<file path="src/rtl/uart_program_loader.sv">
// rtl/uart_program_loader.sv - 8N1 UART receiver feeding a little-endian instruction-memory loader
//
// Receives a byte stream on io_rx: 16-bit word count (low byte first), then
// count x 4 bytes of program data. Each group of 4 bytes is packed
// little-endian into one 32-bit word and written to instruction memory.
//
// Ports:
//   clk        system clock
//   reset_n    asynchronous active-low reset
//   io_rx      UART serial input, idle high, asynchronous to clk
//   mem_we     one-cycle instruction-memory write strobe
//   mem_addr   word address of the current write
//   mem_wdata  instruction word being written (holds last written word)
//   busy       a load is in progress
//   load_done  program fully loaded, sticky until reset
//   frame_err  a stop bit was sampled low, sticky until reset
module uart_program_loader #(
   parameter int CLK_FREQ   = 40_000_000,
   parameter int BAUD       = 115200,
   parameter int ADDR_WIDTH = 10
) (
   input  logic                  clk,
   input  logic                  reset_n,
   input  logic                  io_rx,
   output logic                  mem_we,
   output logic [ADDR_WIDTH-1:0] mem_addr,
   output logic [31:0]           mem_wdata,
   output logic                  busy,
   output logic                  load_done,
   output logic                  frame_err
);

   localparam int BIT_CNT  = CLK_FREQ / BAUD;
   localparam int HALF_CNT = BIT_CNT / 2;
   localparam int CW       = (BIT_CNT > 2) ? $clog2(BIT_CNT) : 1;
   localparam logic [CW-1:0] FULL_LOAD = CW'(BIT_CNT - 1);
   localparam logic [CW-1:0] HALF_LOAD = CW'(HALF_CNT - 1);

   // ------------------------------------------------------------------
   // Input synchronizer; resets to idle-high so reset release is quiet.
   // ------------------------------------------------------------------
   logic [1:0] sync_q;
   logic       rx_s;

   always_ff @(posedge clk or negedge reset_n) begin
      if (!reset_n) sync_q <= 2'b11;
      else          sync_q <= {sync_q[0], io_rx};
   end

   assign rx_s = sync_q[1];

   // ------------------------------------------------------------------
   // RX FSM
   // ------------------------------------------------------------------
   typedef enum logic [1:0] {RX_IDLE, RX_START, RX_DATA, RX_STOP} rx_state_t;

   rx_state_t     rx_state, rx_next;
   logic [CW-1:0] baud_cnt;
   logic [2:0]    bit_idx;
   logic [7:0]    shift_q;
   logic          tick;
   logic          stop_ok;
   logic          stop_bad;
   logic          byte_valid;
   logic [7:0]    byte_q;

   assign tick = (baud_cnt == '0);

   always_ff @(posedge clk or negedge reset_n) begin
      if (!reset_n) rx_state <= RX_IDLE;
      else          rx_state <= rx_next;
   end

   always_comb begin
      rx_next = rx_state;
      case (rx_state)
         RX_IDLE:  if (!rx_s) rx_next = RX_START;
         RX_START: if (tick)  rx_next = rx_s ? RX_IDLE : RX_DATA;
         RX_DATA:  if (tick && bit_idx == 3'd7) rx_next = RX_STOP;
         RX_STOP:  if (tick)  rx_next = RX_IDLE;
         default:  rx_next = RX_IDLE;
      endcase
   end

   always_comb begin
      stop_ok  = 1'b0;
      stop_bad = 1'b0;
      if (rx_state == RX_STOP && tick) begin
         stop_ok  = rx_s;
         stop_bad = !rx_s;
      end
   end

   // Baud counter counts down to zero; each zero is a sample point.
   always_ff @(posedge clk or negedge reset_n) begin
      if (!reset_n) begin
         baud_cnt   <= '0;
         bit_idx    <= '0;
         shift_q    <= '0;
         byte_valid <= 1'b0;
         byte_q     <= '0;
         frame_err  <= 1'b0;
      end else begin
         byte_valid <= stop_ok;
         if (stop_ok)  byte_q    <= shift_q;
         if (stop_bad) frame_err <= 1'b1;
         case (rx_state)
            RX_IDLE: begin
               baud_cnt <= HALF_LOAD;
               bit_idx  <= '0;
            end
            RX_START, RX_STOP: begin
               baud_cnt <= tick ? FULL_LOAD : baud_cnt - 1'b1;
            end
            RX_DATA: begin
               if (tick) begin
                  baud_cnt <= FULL_LOAD;
                  shift_q  <= {rx_s, shift_q[7:1]};
                  bit_idx  <= bit_idx + 1'b1;
               end else begin
                  baud_cnt <= baud_cnt - 1'b1;
               end
            end
            default: baud_cnt <= FULL_LOAD;
         endcase
      end
   end

   // ------------------------------------------------------------------
   // Loader FSM
   // ------------------------------------------------------------------
   typedef enum logic [2:0] {L_LEN_LO, L_LEN_HI, L_WORD, L_WRITE, L_DONE} ld_state_t;

   ld_state_t   ld_state, ld_next;
   logic [15:0] word_total;
   logic [15:0] word_cnt;
   logic [1:0]  byte_idx;
   logic [23:0] asm_q;

   always_ff @(posedge clk or negedge reset_n) begin
      if (!reset_n) ld_state <= L_LEN_LO;
      else          ld_state <= ld_next;
   end

   always_comb begin
      ld_next = ld_state;
      case (ld_state)
         L_LEN_LO: if (byte_valid) ld_next = L_LEN_HI;
         L_LEN_HI: if (byte_valid)
                      ld_next = ({byte_q, word_total[7:0]} == 16'd0) ? L_DONE : L_WORD;
         L_WORD:   if (byte_valid && byte_idx == 2'd3) ld_next = L_WRITE;
         L_WRITE:  ld_next = (word_cnt + 16'd1 == word_total) ? L_DONE : L_WORD;
         L_DONE:   ld_next = L_DONE;
         default:  ld_next = L_LEN_LO;
      endcase
   end

   always_comb begin
      mem_we    = (ld_state == L_WRITE);
      load_done = (ld_state == L_DONE);
      busy      = (ld_state == L_LEN_HI) || (ld_state == L_WORD) || (ld_state == L_WRITE);
   end

   // The first three bytes collect in asm_q so mem_wdata keeps the previous
   // word until the new one is complete.
   always_ff @(posedge clk or negedge reset_n) begin
      if (!reset_n) begin
         word_total <= '0;
         word_cnt   <= '0;
         byte_idx   <= '0;
         asm_q      <= '0;
         mem_wdata  <= '0;
         mem_addr   <= '0;
      end else begin
         case (ld_state)
            L_LEN_LO: if (byte_valid) word_total[7:0] <= byte_q;
            L_LEN_HI: if (byte_valid) begin
               word_total[15:8] <= byte_q;
               word_cnt         <= '0;
               byte_idx         <= '0;
               mem_addr         <= '0;
            end
            L_WORD: if (byte_valid) begin
               if (byte_idx == 2'd3) mem_wdata <= {byte_q, asm_q};
               else                  asm_q[{byte_idx, 3'b000} +: 8] <= byte_q;
               byte_idx <= byte_idx + 1'b1;
            end
            L_WRITE: begin
               mem_addr <= mem_addr + 1'b1;
               word_cnt <= word_cnt + 16'd1;
            end
            default: ;
         endcase
      end
   end

endmodule

</file>
<file path="config.mk">
export PLATFORM = sky130hd
export DESIGN_NAME = uart_program_loader
export DESIGN_NICKNAME = d
export VERILOG_FILES = /design/src/rtl/uart_program_loader.sv
export SDC_FILE = /design/constraint.sdc
export NUM_CORES = 1
export LEC_CHECK = 0
export CORE_ASPECT_RATIO = 1.2
export CORE_MARGIN = 3
export CORE_UTILIZATION = 30
export CTS_CLUSTER_SIZE = 16
export DETAILED_ROUTE_END_ITERATION = 16
export GPL_TIMING_DRIVEN = 1
export RECOVER_POWER = 100
export SYNTH_ARGS = -nofsm -noshare
export SYNTH_HDL_FRONTEND = slang
export SYNTH_SLANG_ARGS = --single-unit
</file>
<file path="constraint.sdc">
create_clock -name clk -period 2.3 [get_ports clk]
set_input_delay 0.575 -clock clk [delete_from_list [all_inputs] [get_ports clk]]
set_output_delay 0.575 -clock clk [all_outputs]
set_load 0.05 [all_outputs]
</file>
Word-level counts from Yosys, hierarchy flattened --
Cells that the tools add are included.
Cells by class: equality and inequality tests 19, add/sub/neg operators 6, shift-type cells 2, reductions and logical operators 24, mux-type cells 26, bitwise logic cells 1
Operators by type and width (count):
- one-hot mux 16 bit (2 select lines) | 1
- bitwise mux 24 bit | 1
- variable shift 8 x 7 -> 24 bit, first input constant | 1
- indexed part select 8 x 7 -> 24 bit | 1
- one-hot mux 10 bit (2 select lines) | 1
- 2-to-1 mux 3 bit | 6
- inequality test 2 bit, second input constant | 9
- one-hot mux 9 bit (2 select lines) | 1
- adder 16 x 1 -> 16 bit, second input constant | 1
- equality test 16 bit | 1
- zero test 16 bit | 1
- 2-to-1 mux 16 bit | 1
- one-hot mux 3 bit (5 select lines) | 1
- 2-to-1 mux 2 bit | 7
- AND reduction 3 bit | 4
- adder 10 x 1 -> 10 bit, second input constant | 1
- 2-to-1 mux 10 bit | 1
- AND reduction 2 bit | 5
- zero test 9 bit | 1
- 2-to-1 mux 9 bit | 1
- subtractor 9 x 1 -> 9 bit, second input constant | 1
- one-hot mux 2 bit (4 select lines) | 1
- negation 5 -> 7 bit | 1
- equality test 2 bit, second input constant | 3
- 18 further kinds | 26
Storage, ports and cells: input bits 3, register bits 137

Depth between registers and ports, before layout --
word-level depth 4, gate-level depth with buffers 9, depth with buffers taken out 7

Least setup slack after synthesis --
OpenSTA, ideal clock, no wires.
path kind register to output, start point register ld_state[0], end point output mem_we, stages on the path, launching flop included 7, slack 29 ps, arrival time 1696 ps, path through dfrtp_1 buf_2 nand2_1 or2_2 clkbuf_1 inv_2 clkbuf_1
Between the ends: longest elaborated chain between the ends 1
Ends and longest elaborated chain:
- start, declared | line 134 | ld_state_t ld_state, ld_next;
- start signal, assigned | line 142 | else ld_state <= ld_next;
- equality test 3 x 2 -> 1 bit | line 159 | mem_we = (ld_state == L_WRITE);
- end, declared | line 25 | output logic mem_we,
Every way passes these cells.

Final worst setup path --
start point register mem_addr[6], end point output mem_addr[6]
RTL lines:
- start, declared | line 26 | output logic [ADDR_WIDTH-1:0] mem_addr,
- start signal, assigned | line 189 | mem_addr <= mem_addr + 1'b1;
No word-level cell between the ends.

==> results.sh <==
export IMPL_start_util=0.307
export IMPL_area_growth_syn_to_layout_pct=24.2
export IMPL_grt_pass1_vias=4640
export IMPL_grt_setup_unrepaired="false"
export IMPL_crit_buf_inv=1
export IMPL_async_flop_share=1.00
export IMPL_hold_class="register to register"
export IMPL_fin_crit_ns=2.22
export IMPL_cp_slowest_stage_delay_ns=0.82
export IMPL_cts_tree="built"
export IMPL_grt_max_degree=57
export IMPL_power_density_nw_per_um2=686
export IMPL_crit_required_ns=1.73
export IMPL_synth_enable_flop_cells=0
export IMPL_path_max_fanout=5
export IMPL_fin_crit_sh=0.966
export IMPL_via_count=4480
export IMPL_rows=57
export IMPL_drc=0
export IMPL_max_slew_margin=0.0859
export IMPL_fmax_mhz=450
export IMPL_num_nets_final=672
export IMPL_synth_seq_cells=137
export IMPL_grt_pass1_wl_um=23700
export IMPL_p_leak_nw=3.56
export IMPL_gr_total_overflow=0
export IMPL_final_max_slew_viol_count=0
export IMPL_drv_cap=0
export IMPL_track_usage=0.133
export IMPL_clock_path_buffers=2
export IMPL_h_tree_depth=4
export IMPL_crit_path_start_kind="register"
export IMPL_cts_sinks=137
export IMPL_synth_flop_cell="dfrtp_1"
export IMPL_ioPinCount=49
export IMPL_cts_made_buffers=17
export IMPL_worstPathCellList="clkdlybuf4s50_1"
export IMPL_yosys_area_top_type_share=0.540
export IMPL_pre_cts_ws_ns=0.130
export IMPL_ys_types=59
export IMPL_wl_per_cell_um=14.6
export IMPL_clk_pin_slew_ns=0.06
export IMPL_setup_tns_final_ns=0
export IMPL_ys_seq_area_frac=0.548
export IMPL_antenna_cells=0
export IMPL_end_kind="output port"
export IMPL_netlist_area_um2=6260
export IMPL_design_die_area_um2=22600
export IMPL_drive_gt1_frac=0.190
export IMPL_port_buffers=48
export IMPL_synthTopCellsByArea="dfrtp_1 54%, mux2_2 10%, nand2_1 6.3%"
export IMPL_path_delay_family="buffers and inverters"
export IMPL_clk_latency_ns=0.42
export IMPL_criticalPathCategory="register to output port"
export IMPL_drtIter0Drc=184
export IMPL_vdd_ir_drop_max_mv=0.393
export IMPL_postRouteAntennaNets=0
export IMPL_worstMarginPinSlew_ns=1.37
export IMPL_core_area_um2=20400
export IMPL_status="finished clean"
export IMPL_hold_viol=0
export IMPL_synth_nets=596
export IMPL_cts_hold_buf=0
export IMPL_avgSynthCellArea_um2=10.7
export IMPL_antenna_found_initial=0
export IMPL_fin_skew_ns=0.00696
export IMPL_power_mw=5.33
export IMPL_fillers=2050
export IMPL_hpwlAfterDp_um=9580
export IMPL_vias_per_cell=4.78
export IMPL_drt_pass1_iterations=4
export IMPL_slowest_stage="clkdlybuf4s50_1"
export IMPL_yosysTopAreaCell="dfrtp_1"
export IMPL_worst_slack_ns=0.0772
export IMPL_worstPathArrival_ns=1.65
export IMPL_clock_root_buffer="clkbuf_16"
export IMPL_die_w_um=138
export IMPL_setup_viol=0
export IMPL_r2r_slack_ns=0.11
export IMPL_yosysWarnings=0
export IMPL_die_y_um=164
export IMPL_gp_congestion=0.820
export IMPL_cts_setup_buffers=0
export IMPL_drt_total_wl_um=13700
export IMPL_synthCells=583
[worst paths after layout]
| path | startpoint | to | cells past startpoint |
|---|---|---|---|
| worst max register to register | word_cnt[2] | ld_state[2] | 6 |
| worst min register to register | sync_q[0] | sync_q[1] | 0 |
| worst max-delay path | mem_addr[6] | mem_addr[6] | 1 |
| min in group asynchronous | reset_n | mem_wdata[15] | 1 |
| max in group asynchronous | reset_n | word_cnt[0] | 2 |
| worst min-delay path | sync_q[0] | sync_q[1] | 0 |
[routing by layer]
metal	global-route usage	part of all wire
met3	0.0340	0.032
met2	0.215	0.49
met4	0.0588	0.025
met1	0.167	0.45
met5	0	0
[where the power goes]
part / internal [mW] / switching (mW)
clock network: 1.88 / 0.984
registers: 2.42 / 0.00155
logic: 0.00486 / 0.0478
[cell usage in the layout (no fill, tap or decap), types with 3 or more instances in the layout]
master / count
dfrtp_1: 133
nand2_1: 105
o21ai_0: 64
mux2_2: 57
nor2_1: 38
dlygate4sd3_1: 23
buf_4: 22
clkdlybuf4s50_1: 18
clkbuf_16: 17
clkbuf_1: 17
xnor2_1: 16
nand3_1: 10
ha_1: 10
nand4_1: 9
inv_1: 9
xor2_1: 9
o31ai_1: 8
a21oi_1: 7
nor3_1: 6
clkbuf_8: 6
nor4_1: 5
a31oi_1: 5
and3_1: 5
and4_1: 4
nor4_2: 4
nor3b_1: 4
mux2i_1: 3
o211ai_1: 3
a22o_1: 3
bufinv_16: 3
[synth_stat cells (all sizes together) (3+ instances only)]
master / n
nor3: 6
a31oi: 5
buf: 12
and3: 6
mux2i: 3
xnor2: 16
a22o: 3
o31ai: 8
a21oi: 7
mux2: 57
clkbuf: 15
or2: 3
ha: 10
o21ai: 64
xor2: 9
nor2: 38
o211ai: 3
dfrtp: 135
nor3b: 4
nor4: 10
inv: 10
and4: 4
nand4: 10
nand3: 10
nand2: 105
[what timing repair did]
item | in CTS | in global routing
setup endpoints to repair | 2 | 5
pin swaps | 0 | 1
gates resized for setup | 2 | 6
[cell families (layout without fill, tap and decap cells)]
family | count (synthesis) | in the layout | synth area share
mux | 60 | 60 | 0.107
xor+xnor | 26 | 26 | 0.0388
fa+ha+maj | 10 | 10 | 0.0200
simple gates | 209 | 209 | 0.161
buf+inv | 37 | 126 | 0.0264
compound gates | 104 | 104 | 0.0982
flops | 137 | 137 | 0.548
[registers in the layout, summed over array words and instances, names as in the netlist, 8 cells and up, named ones only]
register    flops
mem_wdata      32
asm_q          24
word_cnt       16
word_total     16
mem_addr       10
baud_cnt        9
byte_q          8
shift_q         8
[per-stage QoR]
stage                     cell area (um^2)   util  hold WS, ns  std cells
final                                 7770  0.381        0.356        937
after detailed placement              7230  0.355        0.349        905
after floorplan                       6260      -        0.279        583
after global placement                7230  0.355        0.349        905
after global routing                  7770  0.381        0.364        937
after CTS                             7860  0.385        0.112        937
[area by class of cell]
cell class	count	area (um^2)	area share
Timing Repair Buffer	84	676	0.0869
Tap cell	265	332	0.0427
Sequential cell	137	3430	0.442
Clock buffer	26	519	0.0668
Clock inverter	6	109	0.0140
Inverter	10	40.0	0.00515
Multi-Input combinational cell	409	2670	0.343
[worst reg2reg max path, stage by stage, from the launching register on]
cell,delay [ns]
dfrtp_1,0.51
and3_4,0.25
xor3_1,0.21
or4b_1,0.50
or3_1,0.37
nor4_2,0.15
o31a_1,0.14
Power figures use the tool's default switching activity.
